### src/rtl/float32_to_int_seq_pkg.sv
// Shared float32 field layout, int32 limits and converter state encodings.
// Also used by the unpack stage so the recip/divide units can share it.
package float32_to_int_seq_pkg;

    localparam int SIGN_BIT = 31;
    localparam int EXP_MSB  = 30;
    localparam int EXP_LSB  = 23;
    localparam int FRAC_MSB = 22;

    localparam logic [7:0]  F32_BIAS        = 8'd127;
    localparam logic [7:0]  F32_EXP_SPECIAL = 8'hFF;
    // Biased exponents where the significand is already aligned (e = 23) and where int32 saturates (e = 31).
    localparam logic [7:0]  F32_EXP_ALIGN   = 8'd150;
    localparam logic [7:0]  F32_EXP_SAT     = 8'd158;
    localparam logic [31:0] F32_INT32_MIN   = 32'hCF00_0000;

    localparam logic [31:0] INT32_MAX = 32'h7FFF_FFFF;
    localparam logic [31:0] INT32_MIN = 32'h8000_0000;

    typedef enum logic {
        ST_IDLE  = 1'b0,
        ST_SHIFT = 1'b1
    } state_t;

endpackage

### src/rtl/float32_to_int_seq_f32_unpack.sv
// Combinational float32 field split and classification, plus the
// alignment shift count and direction needed to reach an integer.
import float32_to_int_seq_pkg::*;

module f32_unpack (
    input  logic [31:0] val,
    output logic        sign,
    output logic [31:0] mant,
    output logic        is_nan,
    output logic        is_inf,
    output logic        is_small,
    output logic        is_sat,
    output logic [5:0]  shamt,
    output logic        dir
);
    logic [7:0]  exp_f;
    logic [22:0] frac_f;
    logic [7:0]  diff;

    always_comb begin
        sign     = val[SIGN_BIT];
        exp_f    = val[EXP_MSB:EXP_LSB];
        frac_f   = val[FRAC_MSB:0];
        mant     = {8'd0, 1'b1, frac_f};
        is_nan   = (exp_f == F32_EXP_SPECIAL) && (frac_f != 23'd0);
        is_inf   = (exp_f == F32_EXP_SPECIAL) && (frac_f == 23'd0);
        is_small = (exp_f < F32_BIAS);
        is_sat   = (exp_f >= F32_EXP_SAT) && (exp_f != F32_EXP_SPECIAL);
        // dir = 1 means shift left; only meaningful for 0 <= e <= 30
        dir      = (exp_f >= F32_EXP_ALIGN);
        diff     = dir ? (exp_f - F32_EXP_ALIGN) : (F32_EXP_ALIGN - exp_f);
        shamt    = diff[5:0];
    end

endmodule

### src/rtl/float32_to_int_seq.sv
// Sequential float32 -> int32 converter, truncating toward zero; the
// significand is aligned one bit per clock in the SHIFT state.
import float32_to_int_seq_pkg::*;

module float32_to_int_seq (
    input  logic        clk,
    input  logic        rst,
    input  logic        start,
    input  logic [31:0] val,
    output logic        busy,
    output logic        rdy,
    output logic [31:0] result,
    output logic        ovf
);
    state_t      state, state_nx;
    logic [31:0] mag;
    logic [5:0]  cnt;
    logic        dir_q;
    logic        sign_q;

    logic        u_sign, u_nan, u_inf, u_small, u_sat, u_dir;
    logic [31:0] u_mant;
    logic [5:0]  u_shamt;
    logic        accept, normal;

    f32_unpack u_unpack (
        .val      (val),
        .sign     (u_sign),
        .mant     (u_mant),
        .is_nan   (u_nan),
        .is_inf   (u_inf),
        .is_small (u_small),
        .is_sat   (u_sat),
        .shamt    (u_shamt),
        .dir      (u_dir)
    );

    assign accept = (state == ST_IDLE) && start;
    assign normal = !(u_nan || u_inf || u_small || u_sat);
    assign busy   = (state == ST_SHIFT);

    always_ff @(posedge clk) begin
        if (rst) state <= ST_IDLE;
        else     state <= state_nx;
    end

    always_comb begin
        state_nx = state;
        case (state)
            ST_IDLE:  if (start && normal) state_nx = ST_SHIFT;
            ST_SHIFT: if (cnt == 6'd0)     state_nx = ST_IDLE;
            default:  state_nx = ST_IDLE;
        endcase
    end

    always_ff @(posedge clk) begin
        if (rst) begin
            mag    <= 32'd0;
            cnt    <= 6'd0;
            dir_q  <= 1'b0;
            sign_q <= 1'b0;
            result <= 32'd0;
            ovf    <= 1'b0;
            rdy    <= 1'b0;
        end else if (accept) begin
            rdy <= 1'b0;
            if (u_nan) begin
                result <= 32'd0;
                ovf    <= 1'b1;
                rdy    <= 1'b1;
            end else if (u_inf) begin
                result <= u_sign ? INT32_MIN : INT32_MAX;
                ovf    <= 1'b1;
                rdy    <= 1'b1;
            end else if (u_small) begin
                result <= 32'd0;
                ovf    <= 1'b0;
                rdy    <= 1'b1;
            end else if (u_sat) begin
                // -2^31 is the one e >= 31 value that is representable
                if (val == F32_INT32_MIN) begin
                    result <= INT32_MIN;
                    ovf    <= 1'b0;
                end else begin
                    result <= u_sign ? INT32_MIN : INT32_MAX;
                    ovf    <= 1'b1;
                end
                rdy <= 1'b1;
            end else begin
                mag    <= u_mant;
                cnt    <= u_shamt;
                dir_q  <= u_dir;
                sign_q <= u_sign;
            end
        end else if (state == ST_SHIFT) begin
            if (cnt != 6'd0) begin
                mag <= dir_q ? {mag[30:0], 1'b0} : {1'b0, mag[31:1]};
                cnt <= cnt - 6'd1;
            end else begin
                result <= sign_q ? (32'd0 - mag) : mag;
                ovf    <= 1'b0;
                rdy    <= 1'b1;
            end
        end
    end

endmodule

### config.mk
export PLATFORM = sky130hd
export DESIGN_NAME = float32_to_int_seq
export DESIGN_NICKNAME = d
export VERILOG_FILES = /design/src/rtl/float32_to_int_seq_pkg.sv /design/src/rtl/float32_to_int_seq_f32_unpack.sv /design/src/rtl/float32_to_int_seq.sv
export SDC_FILE = /design/constraint.sdc
export NUM_CORES = 1
export LEC_CHECK = 0
export BUFFER_PORTS_ARGS = -buffer_cell sky130_fd_sc_hd__clkbuf_2
export CAP_MARGIN = 0
export CORE_MARGIN = 3
export CORE_UTILIZATION = 58
export CTS_CLUSTER_DIAMETER = 150
export DETAILED_ROUTE_END_ITERATION = 10
export GPL_ROUTABILITY_DRIVEN = 0
export GPL_TIMING_DRIVEN = 0
export MAX_ROUTING_LAYER = met4
export PLACE_DENSITY = 0.81
export SLEW_MARGIN = 40
export SYNTH_ARGS = -nofsm -noshare
export SYNTH_HDL_FRONTEND = slang
export SYNTH_HIERARCHICAL = 1
export SYNTH_SLANG_ARGS = --single-unit
### constraint.sdc
create_clock -name clk -period 3.8 [get_ports clk]
set_input_delay 0.76 -clock clk [delete_from_list [all_inputs] [get_ports clk]]
set_output_delay 0.76 -clock clk [all_outputs]
set_load 0.02 [all_outputs]
-- Word-level counts from Yosys, hierarchy flattened
Cells that the tools add are included.
- add/sub/neg operators: 4
- reductions and logical operators: 19
- bitwise logic cells: 5
- multiplexer cells: 44
- order comparisons: 3
- equal/unequal tests: 9
- operators by type and width (kind ; number):
    $mux 32 ; 18
    $mux 6 ; 8
    $eq 32x32->1 const B ; 1
    $sub 1x32->32 const A ; 1
    $logic_not 23->1 ; 1
    $reduce_bool 23->1 ; 1
    $mux 1 ; 17
    $ge 8x8->1 const B ; 2
    $ne 2x2->1 const B ; 5
    $eq 8x8->1 const B ; 1
    $lt 8x7->1 const B ; 1
    $ne 8x8->1 const B ; 1
    $logic_not 6->1 ; 1
    $reduce_and 6->1 ; 1
    $reduce_bool 6->1 ; 1
    $sub 5x6->6 const A ; 1
    $sub 6x1->6 const B ; 1
    $sub 6x5->6 const B ; 1
    $logic_and 1x1->1 ; 5
    $ne 5x5->1 const B ; 1
    $not 1->1 ; 5
    $reduce_and 5->1 ; 1
    $reduce_bool 2->1 ; 2
    $logic_or 1x1->1 ; 3
    4 further kinds ; 4
- bits in registers: 75
- word-level logic and storage cells: 92
- input bits: 35
- output and inout port bits: 35

-- Logic depth before layout (Yosys ltp)
Gate-level depths: netlist (run 1).
- word-level depth: 9
- depth in mapped cells: 12

-- Hierarchy
Netlist (run 1), hierarchy kept.
- by module, submodules not included (module ; seq. area each (um^2) ; times used ; area each (um^2) ; cells an instance):
    float32_to_int_seq ; 1501.4 ; 1 ; 4299.1 ; 563
    f32_unpack ; 0.0 ; 1 ; 681.9 ; 95

-- Least setup slack after synthesis (run 1)
No wires, ideal clock.
- path type: input to register
- start point: in val[23]
- end point: reg result[0]
- data required time: 3668 ps
- arrival: 2718 ps
- slack: 950 ps
- cell stages on the path: 12
- cells stage by stage: ha_1 -> nand4_1 -> nor2_1 -> nand2_1 -> nor3_1 -> nor3_1 -> nor3b_2 -> a21oi_1 -> o211ai_1 -> clkbuf_1 -> a21oi_1 -> nor3_1
- elaborated cells on any way between the ends: 16
- RTL lines (what ; RTL line ; text):
    from (decl) ; float32_to_int_seq.sv:9 ; input logic [31:0] val,
    $eq 8x8->1 * ; float32_to_int_seq_f32_unpack.sv:26 ; is_inf = (exp_f == F32_EXP_SPECIAL) && (frac_f == 23'd0);
    $logic_and 1x1->1 * ; float32_to_int_seq_f32_unpack.sv:26 ;
    named net u_inf ; float32_to_int_seq.sv:21 ; logic u_sign, u_nan, u_inf, u_small, u_sat, u_dir;
    $mux 32 ; float32_to_int_seq.sv:71 ; end else if (u_inf) begin
    $mux 32 ; float32_to_int_seq.sv:67 ; if (u_nan) begin
    $mux 32 ; float32_to_int_seq.sv:65 ; end else if (accept) begin
    to (signal assigned) ; float32_to_int_seq.sv:72 ; result <= u_sign ? INT32_MIN : INT32_MAX;
    to (signal assigned) ; float32_to_int_seq.sv:85 ; result <= u_sign ? INT32_MIN : INT32_MAX;
    to (signal assigned) ; float32_to_int_seq.sv:100 ; result <= sign_q ? (32'd0 - mag) : mag;
    to (decl) ; float32_to_int_seq.sv:12 ; output logic [31:0] result,
The timed path passes the listed nets; every way through them passes the cells marked *. The select of a mux whose other input is x is not followed.
A chain may end at the register's enable or synchronous reset.

-- Final worst setup path (run 1)
- start point: in val[24]
- end point: reg result[25]
Same word-level chain as after synthesis.

==> flow_summary.toml, run 1 <==
[clocking]
cts_buffers = 9
ctsHtreeMaxLevel = 3
insertion_delay_ns = 0.35
clockBufferDepth = 2
root_buffer = "clkbuf_8"
postCtsSetupBuffers = 0
clkTransAtPathRegs_ns = 0.08
cts.sinks = 75
cts_tree = "done"

[drt]
viasPerCell = 5.922
drt-pass1-iter-count = 5
antenna_left = 0
wl_per_cell_um = 15.96
routed_wl_um = 13650
initialDrtViolationCount = 452
drc_errors = 0
num_vias = 5063

[layout]
drive_gt1_frac = 0.1867
design_area_mm2 = 0.005707
antenna_cells = 0
fin_nets = 786
syn_to_final_growth_pct = 14.57

[global_routing]
grt_pass1_vias = 4826
grtUsageTotal = 0.2934
grt_pass1_wl_um = 22870
grt_max_degree = 13
antenna_found_initial = 0
overflow = 0

[place]
dp_hpwl_um = 10220
dp_slack_ns = -0.2199
port_buffers = 69
placed_cell_area_mm2 = 0.005484

[timing]
setup_ws_ns = 0.3809
max_freq_mhz = 292.5
max_slew_margin = 0.5419
setup-violations-final = 0
report.final.slew_viol_count = 0
holdWs_ns = 0.4849
fin_skew_ns = 0.006829
rsz0062_at_grt = "false"
hold_viol_final = 0
finalCritPeriodShare = 0.8998
tightestPinTransition_ns = 0.6871
min_period_ns = 3.419

[logic_synthesis]
synth.largest_area_cell = "dfxtp_1"
ys_seq_elements = 75
syn_area_mm2 = 0.004981
syn_area_per_cell_um2 = 7.570
yosysWarnings = 6
synth_enable_flop_cells = 0
synth_top_area_share = 0.3014
synthTopCellsByArea = "dfxtp_1 (30%), a21oi_1 (7.3%), mux2i_1 (6.8%)"
synthArstFlopShare = 0
synth-main-ff-cell = "dfxtp_1"
yosysUniqueCellTypes = 55
seq_area_frac_synth = 0.3014
synthCells = 658
synth_commonest_cells = "nand2_1 (88), dfxtp_1 (75), a21oi_1 (73)"
synth_most_common_cell = "nand2_1"

[hold_path]
hold_class = "reg2reg"

[pwr]
total_power_mw = 2.271
leakagePower_nw = 2.289
power_density_mw_per_mm2 = 398.0
ir_drop_uv = 197.0

[floorplanning]
start_util = 0.6032
die_w_um = 98.67
rows = 33
die_h_um = 98.67
die_area_mm2 = 0.009736
pin_count = 70
coreArea_mm2 = 0.008258

[worst_setup_path]
cp.required_ns = 4.03
crit_arrival_ns = 3.65
cp_max_fo = 10
crit_path_start_kind = "primary input"
crit_path_end_kind = "register"
r2r_slack_ns = 1.06
crit_type = "in2reg"

[flow_run]
max_cap_violations = 0

[status]
outcome = "completed"
==> metal layers <==
layer,global-route usage,vias up,wire length (um)
met3,0.04671,37,1022
met1,0.3632,2332,5719
met5,-,-,0
met2,0.4774,225,6527
met4,0.1208,0,379
li1,-,2469,-
==> path summary, 6_finish.rpt <==
path                              start         end  depth (start not counted)
worst min register to register   cnt[4]      cnt[4]                          2
worst max-delay path            val[24]  result[25]                         13
worst min-delay path             cnt[4]      cnt[4]                          2
worst max register to register   mag[1]  result[28]                          9
==> per-stage QoR <==
stage | setup TNS (ns) | cells | utilization
after floorplan | 0 | 665 | -
after global placement | -1.310 | 839 | 0.6641
after detailed placement | -3.560 | 839 | 0.6641
after CTS | 0 | 855 | 0.6906
after global routing | 0 | 855 | 0.6911
final | 0 | 855 | 0.6911
==> placed cells by master, fill, tap and decap left out, drive strengths merged, types with 3 or more instances in the layout <==
cell type / n
nor4: 15
conb: 9
or4: 6
nor2b: 3
nand4b: 3
clkbuf: 127
o21ai: 15
xnor2: 32
a21oi: 73
nand3b: 5
a21o: 3
o41ai: 8
o211ai: 31
o31ai: 13
nand4: 4
nand2b: 5
nand3: 6
dfxtp: 75
a31oi: 3
mux2i: 34
nor3: 42
ha: 6
inv: 9
nand2: 88
buf: 44
nor2: 56
or3: 6
==> power breakdown <==
group / leakage [nW] / internal (mW) / switching (mW) / total, mW
registers: 0.614 / 0.850 / 0.0535 / 0.903
clock network: 0.111 / 0.389 / 0.307 / 0.696
logic: 1.56 / 0.255 / 0.416 / 0.671
total: 2.29 / 1.49 / 0.777 / 2.27
==> state kept, by name, summed over array words and instances (netlist names) <==
register and count:
mag 32, busy 1, cnt 6, dir_q 1, ovf 1, sign_q 1, rdy 1, result 32
==> worst max-delay path, stage by stage <==
cell,delay [ns]
clkbuf_2,0.18
ha_1,0.24
nand4_1,0.13
nor2_1,0.16
nand2_1,0.09
nor3_1,0.38
nor3_1,0.13
nor3b_2,0.23
a21oi_2,0.39
o211ai_1,0.31
clkbuf_1,0.34
a21oi_1,0.23
nor3_1,0.08
==> what timing repair did <==
action,4_1_cts,5_1_grt
endpoints found under the setup margin,0,28
gates resized for setup,0,1
hold buffers,0,0
==> area by class of cell <==
class,count,area (um^2)
multi-input combinational,491,2983
sequential,75,1501
inverter,9,33.78
timing repair buffer,69,345.3
clock inverter,4,73.82
clock buffer,12,145.1
tap,105,131.4
buffer,90,493.0
fill,711,2551
==> logic make-up after synthesis <==
group                    share of synthesized area
AO/OA/AOI/OAI                               0.2067
XOR/XNOR                                   0.05978
adder cells (fa/ha/maj)                    0.01507
buffers and inverters                       0.1058
flip-flops                                  0.3014
multiplexers                               0.07134
other                                     0.001508
AND/OR/NAND/NOR                             0.2384
Note: power is estimated with default switching activity, not from simulation.
==> inputs of run 2 (changes only) <==
CELL_PAD_IN_SITES_DETAIL_PLACEMENT = 0   (was default)
CELL_PAD_IN_SITES_GLOBAL_PLACEMENT = 1   (was default)
CORE_UTILIZATION = 43   (was 58)
PLACE_DENSITY = default   (was 0.81)
PLACE_DENSITY_LB_ADDON = 0.1   (was default)
==> run 2 against run 1 <==
  * Global-route usage decreased by 6.1 points
  * Clock power up 11%
  * Final cell count up 4.0%
  * Maximum frequency decreased by 2.2%
  * Wire length up 5.4%
  * Utilization down 17 points
  * Clock skew decreased by 0.0011 ns
  * Hold slack worse by 0.0054 ns
  * Cell area rose by 1.5%
  * Sequential power is 0.4% higher
  * Critical path type unchanged
  * Non-clock buffer count is the same
  * Via count shrank 4.0%
==> flow_summary.toml, run 2 (synthesis gave the netlist of run 1 again) <==
[worst_setup_path]
cp.required_ns = 4.01
r2r-end = "result[28]"
rr_worst_depth = 9
crit_arrival_ns = 3.70
crit_type = "in2reg"
path_common_cell = "nor3_1"
max_stage_delay_ns = 0.43
r2r_slack_ns = 1.05
slowest_stage = "nor3_1"
rr_startpoint = "mag[1]"
crit_path_start_kind = "primary input"
crit_path_end_kind = "register"
cp_max_fo = 10
path_cells = "clkbuf_2 > ha_1 > nand4_1 > nor2_1 > nand2_1 > nor3_1 > nor3_1 > nor3b_2 > a21oi_2 > o211ai_1 > clkbuf_1 > a21oi_1 > nor3_1"

[drt]
route.met2.wl_um = 6490
drt-pass1-iter-count = 5
viasPerCell = 5.465
routed_wl_um = 14390
initialDrtViolationCount = 245
wl_met3_um = 670
drc_errors = 0
num_vias = 4858
antenna_left = 0
wirelength_met1_um = 7082
wl_per_cell_um = 16.19
top_layer = "met4"

[timing]
setup-violations-final = 0
fin_skew_ns = 0.005759
hold_viol_final = 0
report.final.slew_viol_count = 0
rsz0062_at_grt = "false"
max_freq_mhz = 286.2
finalCritPeriodShare = 0.9196
tightestPinTransition_ns = 0.7185
max_slew_margin = 0.5210
min_period_ns = 3.495

[pwr]
ir_drop_uv = 245.4
leakagePower_nw = 2.311
power_density_mw_per_mm2 = 406.0
total_power_mw = 2.352

[hold_path]
whs_path_depth = 2
hold_class = "reg2reg"
hold_start = "ovf"
hold_end = "ovf"

[clocking]
root_buffer = "clkbuf_16"
holdBufCountCts = 0
ctsHtreeMaxLevel = 3
insertion_delay_ns = 0.34
clkTransAtPathRegs_ns = 0.06
clockBufferDepth = 2
cts.repair.resized = 0
cts_buffers = 9
cts_tree = "done"
postCtsSetupBuffers = 0
cts.sinks = 75

[layout]
fill_cells = 1113
antenna_cells = 0
drive_gt1_frac = 0.1856
final_cell_mix = "nand2_1 (88), dfxtp_1 (75), a21oi_1 (72)"
reg.largest.list = "mag: 32 flops, result: 32 flops, cnt: 6 flops"
fin_util = 0.5229
multiInputGateArea_mm2 = 0.002983
fin_nets = 786
layout.cells.non_filler = 889
mostFrequentLayoutCell = "nand2_1"
regArea_mm2 = 0.001501
syn_to_final_growth_pct = 16.30

[place]
port_buffers = 69
dp_hpwl_um = 10730
place_inst = 874

[status]
outcome = "completed"

[global_routing]
grt_pass1_wl_um = 23520
overflow = 0
grt_max_degree = 12
grtUsageTotal = 0.2324
antenna_found_initial = 0
grt_pass1_vias = 4610

[floorplanning]
die_w_um = 113.6
rows = 38
die_h_um = 113.6
start_util = 0.4496
die_area_mm2 = 0.01291
coreArea_mm2 = 0.01108
pin_count = 70

[flow_run]
max_cap_violations = 0
[run 2: changes by cell type in the layout (fill, tap and decap cells not counted), sizes merged]
cell    previous run  this run
bufinv             2         0
clkinv             2         3
[run 2: critical path: cells and delay by family]
kind / cells / cell delay (ns)
compound gates: 3 / 0.93
buf+inv: 2 / 0.52
simple gates: 7 / 1.23
fa+ha+maj: 1 / 0.24
[run 2: worst max-delay path by stage]
stage	start	slack, ns	endpoint	depth (start not counted)
after floorplan	val[23]	0.95	result[0]	12
after global placement	val[23]	-0.18	result[8]	13
after detailed placement	val[23]	-0.19	result[29]	13
after CTS	val[23]	0.13	result[18]	13
after global routing	val[23]	0.03	mag[14]	13
final	val[23]	0.31	result[0]	13
[run 2: final cells by class]
type                       count  share of cell area
clock buffer                  12             0.04255
multi-input combinational    491              0.5149
sequential                    75              0.2592
clock inverter                 3            0.002592
inverter                       9            0.005832
timing repair buffer          69             0.05961
tap                          140             0.03024
buffer                        90             0.08510
[run 2: metrics by stage]
| step | setup WS [ns] | cell area (um^2) | hold slack [ns] | TNS, ns |
|---|---|---|---|---|
| global placement | -0.1751 | 5528 | 0.4714 | -4.174 |
| detailed placement | -0.1935 | 5528 | 0.4703 | -4.696 |
| floorplan | 0.9496 | 5007 | 0.4535 | 0 |
| CTS | 0.1295 | 5789 | 0.4781 | 0 |
| finish | 0.3054 | 5793 | 0.4795 | 0 |
| global route | 0.03472 | 5793 | 0.5005 | 0 |
[run 2: per-layer routing]
layer  GRT usage  up-vias
met2      0.3483      128
met4     0.06410        0
met3     0.03395       16
li1            -     2474
met5           -        -
met1      0.3272     2240
[run 2: power breakdown]
group	total [mW]	leakage, nW	internal (mW)	switching (mW)
clock network	0.774	0.132	0.453	0.321
registers	0.907	0.614	0.851	0.0560
logic	0.670	1.56	0.255	0.415
==> inputs of run 3 (changes only) <==
--- a/config.mk
+++ b/config.mk
@@ -6,4 +6,5 @@
 export NUM_CORES = 1
 export LEC_CHECK = 0
+export ABC_AREA = 1
 export BUFFER_PORTS_ARGS = -buffer_cell sky130_fd_sc_hd__clkbuf_2
 export CAP_MARGIN = 0
@@ -11,5 +12,5 @@
 export CELL_PAD_IN_SITES_GLOBAL_PLACEMENT = 1
 export CORE_MARGIN = 3
-export CORE_UTILIZATION = 43
+export CORE_UTILIZATION = 41
 export CTS_CLUSTER_DIAMETER = 150
 export DETAILED_ROUTE_END_ITERATION = 10
==> constraint.sdc (replaced) <==
create_clock -name clk -period 3.8 [get_ports clk]
set_input_delay 0.19 -clock clk [delete_from_list [all_inputs] [get_ports clk]]
set_output_delay 0.19 -clock clk [all_outputs]
set_load 0.02 [all_outputs]
==> run 3 against run 2 <==
  * Clock power rose by 18%
  * Die area is 14% higher
  * Sequential power increased by 7.8%
  * Utilization is 2.7 points lower
  * First-iteration DRC count grew 110%
  * Clock skew is 0.00081 ns higher
  * Clock-buffer cell count fell by 3
  * Sequential share of layout area decreased by 2.3 points
  * Critical path depth grew 5
  * Final cell count increased by 28%
  * Register-to-register slack improved by 0.87 ns
  * Power increased by 20%
  * Critical endpoint is now result[7]
==> flow_summary.toml, run 3 <==
[logic_synthesis]
synthTopCellsByArea = "dfxtp_1 (27%), nand2_1 (13%), o21ai_0 (10%)"
synth.largest_area_cell = "dfxtp_1"
synthArstFlopShare = 0
synthCells = 873
yosysWarnings = 6
syn_area_per_cell_um2 = 6.256
synth_enable_flop_cells = 0
synth_most_common_cell = "nand2_1"
seq_area_frac_synth = 0.2749
ys_seq_elements = 75
syn_area_mm2 = 0.005461
synth-main-ff-cell = "dfxtp_1"
synth_commonest_cells = "nand2_1 (194), o21ai_0 (110), nor2_1 (86)"
synth_top_area_share = 0.2749
yosysUniqueCellTypes = 40

[floorplanning]
die_w_um = 121.4
die_h_um = 121.4
die_area_mm2 = 0.01474
coreArea_mm2 = 0.01282
start_util = 0.4259
pin_count = 70
rows = 41

[clocking]
cts_tree = "done"
cts_buffers = 9
holdBufCountCts = 0
clockBufferDepth = 2
ctsHtreeMaxLevel = 3
root_buffer = "clkbuf_16"
cts.repair.resized = 0
cts.sinks = 75
postCtsSetupBuffers = 0
insertion_delay_ns = 0.36
clkTransAtPathRegs_ns = 0.06

[pwr]
p_int_mw = 1.734
p_seq_frac = 0.347
ir_drop_uv = 243.3
clkPwrFrac = 0.324
leakagePower_nw = 3.052
combPwrFrac = 0.330
power_switching_mw = 1.086
swShare = 0.3849
power_density_mw_per_mm2 = 443.7

[layout]
reg.largest.list = "mag: 32 flops, result: 32 flops, cnt: 6 flops"
fill_cells = 1385
fin_nets = 1001
mostFrequentLayoutCell = "nand2_1"
drive_gt1_frac = 0.1772
fin_util = 0.4955
final_cell_mix = "nand2_1 (194), o21ai_0 (110), nor2_1 (86)"
syn_to_final_growth_pct = 16.36
design_area_mm2 = 0.006355
antenna_cells = 0

[timing]
holdWs_ns = 0.1078
setup-violations-final = 0
tightestPinTransition_ns = 0.5552
setup_ws_ns = 1.635
max_slew_margin = 0.6299
min_period_ns = 2.165
max_freq_mhz = 461.9
rsz0062_at_grt = "false"
hold_viol_final = 0
finalCritPeriodShare = 0.5697
tns_ns = 0
report.final.slew_viol_count = 0
fin_skew_ns = 0.006565

[worst_setup_path]
cp.required_ns = 4.03
crit_arrival_ns = 2.40
crit_path_start_kind = "primary input"
crit_type = "in2reg"
cp_max_fo = 10
crit_path_end_kind = "register"

[place]
dp_slack_ns = 1.257
placed_cell_area_mm2 = 0.006048
port_buffers = 69
dp_hpwl_um = 13730

[drt]
wl_met3_um = 842
top_layer = "met4"
viasPerCell = 5.176
wirelength_met1_um = 7817
route.met2.wl_um = 8179
drc_errors = 0
drt-pass1-iter-count = 6
routed_wl_um = 17350
antenna_left = 0
num_vias = 5885
wl_per_cell_um = 15.26
initialDrtViolationCount = 518

[global_routing]
grt_pass1_vias = 5441
grt_pass1_wl_um = 28000
grt_max_degree = 16
antenna_found_initial = 0
overflow = 0
grtUsageTotal = 0.2485

[hold_path]
hold_class = "in2reg"

[flow_run]
max_cap_violations = 0

[status]
outcome = "completed"
## run 3: cell count changes after synthesis, sizes merged, moves of 20 or more
cell	delta
xnor2	-29
nand2	+112
nor2	+38
buf	+20
o21ai	+102
nor3	-41
clkbuf	-31
inv	+81
mux2i	-34
nand3	+71
## run 3: area by class of cell
| type | count | area (um^2) | share of cell area |
|---|---|---|---|
| sequential | 75 | 1501 | 0.2363 |
| clock buffer | 9 | 225.2 | 0.03544 |
| multi-input combinational | 635 | 3146 | 0.4950 |
| clock inverter | 7 | 81.33 | 0.01280 |
| inverter | 91 | 341.6 | 0.05375 |
| timing repair buffer | 69 | 345.3 | 0.05434 |
| buffer | 79 | 499.2 | 0.07856 |
| tap | 172 | 215.2 | 0.03386 |
## run 3: worst paths after layout
path                            startpoint          to  slack (ns)  cells after the start
worst max-delay path               val[23]   result[7]        1.64                     18
worst max register to register      mag[0]  result[26]        1.92                     11
worst min-delay path                   rst         rdy        0.11                      2
worst min register to register         rdy         rdy        0.47                      2
## run 3: stage by stage
| step | total power, mW | std cells |
|---|---|---|
| 2_1_floorplan | 1.631 | 880 |
| 3_3_place_gp | 1.900 | 1121 |
| 3_5_place_dp | 1.914 | 1121 |
| 4_1_cts | 2.834 | 1137 |
| 5_1_grt | 3.005 | 1137 |
| 6_report | 2.820 | 1137 |
## run 3: power groups by stage
| stage | combinational, mW | clock, mW | sequential [mW] |
|---|---|---|---|
| 4_1_cts | 0.926 | 0.931 | 0.977 |
| 2_1_floorplan | 0.609 | 0 | 1.02 |
| 3_5_place_dp | 0.921 | 0 | 0.993 |
| 3_3_place_gp | 0.910 | 0 | 0.990 |
| 6_report | 0.930 | 0.913 | 0.978 |
| 5_1_grt | 1.05 | 0.960 | 0.991 |
## run 3: worst max-delay path, cell delays in order
cell and delay [ns]:
clkbuf_2 0.24, ha_1 0.21, nand2_1 0.07, inv_1 0.07
nand2_1 0.06, nor2_2 0.11, nand2_1 0.10, inv_1 0.07
nand2_1 0.04, inv_1 0.14, inv_1 0.10, nand4_4 0.14
nand2_2 0.10, nor2_4 0.12, inv_2 0.07, a21oi_4 0.23
buf_4 0.22, a21oi_1 0.09
## run 3: logic make-up after synthesis
family,share of synthesized area
and+or+nand+nor,0.3070
buffers and inverters,0.1540
AOI/OAI and AO/OA,0.2394
other,0.001375
DFF,0.2749
xor gates and xnor gates,0.009624
adders and majority gates,0.01375
## run 3: metal layers
metal | GRT usage | vias to the layer above
met5 | - | -
met4 | 0.09734 | 0
met3 | 0.02984 | 33
met2 | 0.3955 | 160
met1 | 0.3229 | 2674
li1 | - | 3018
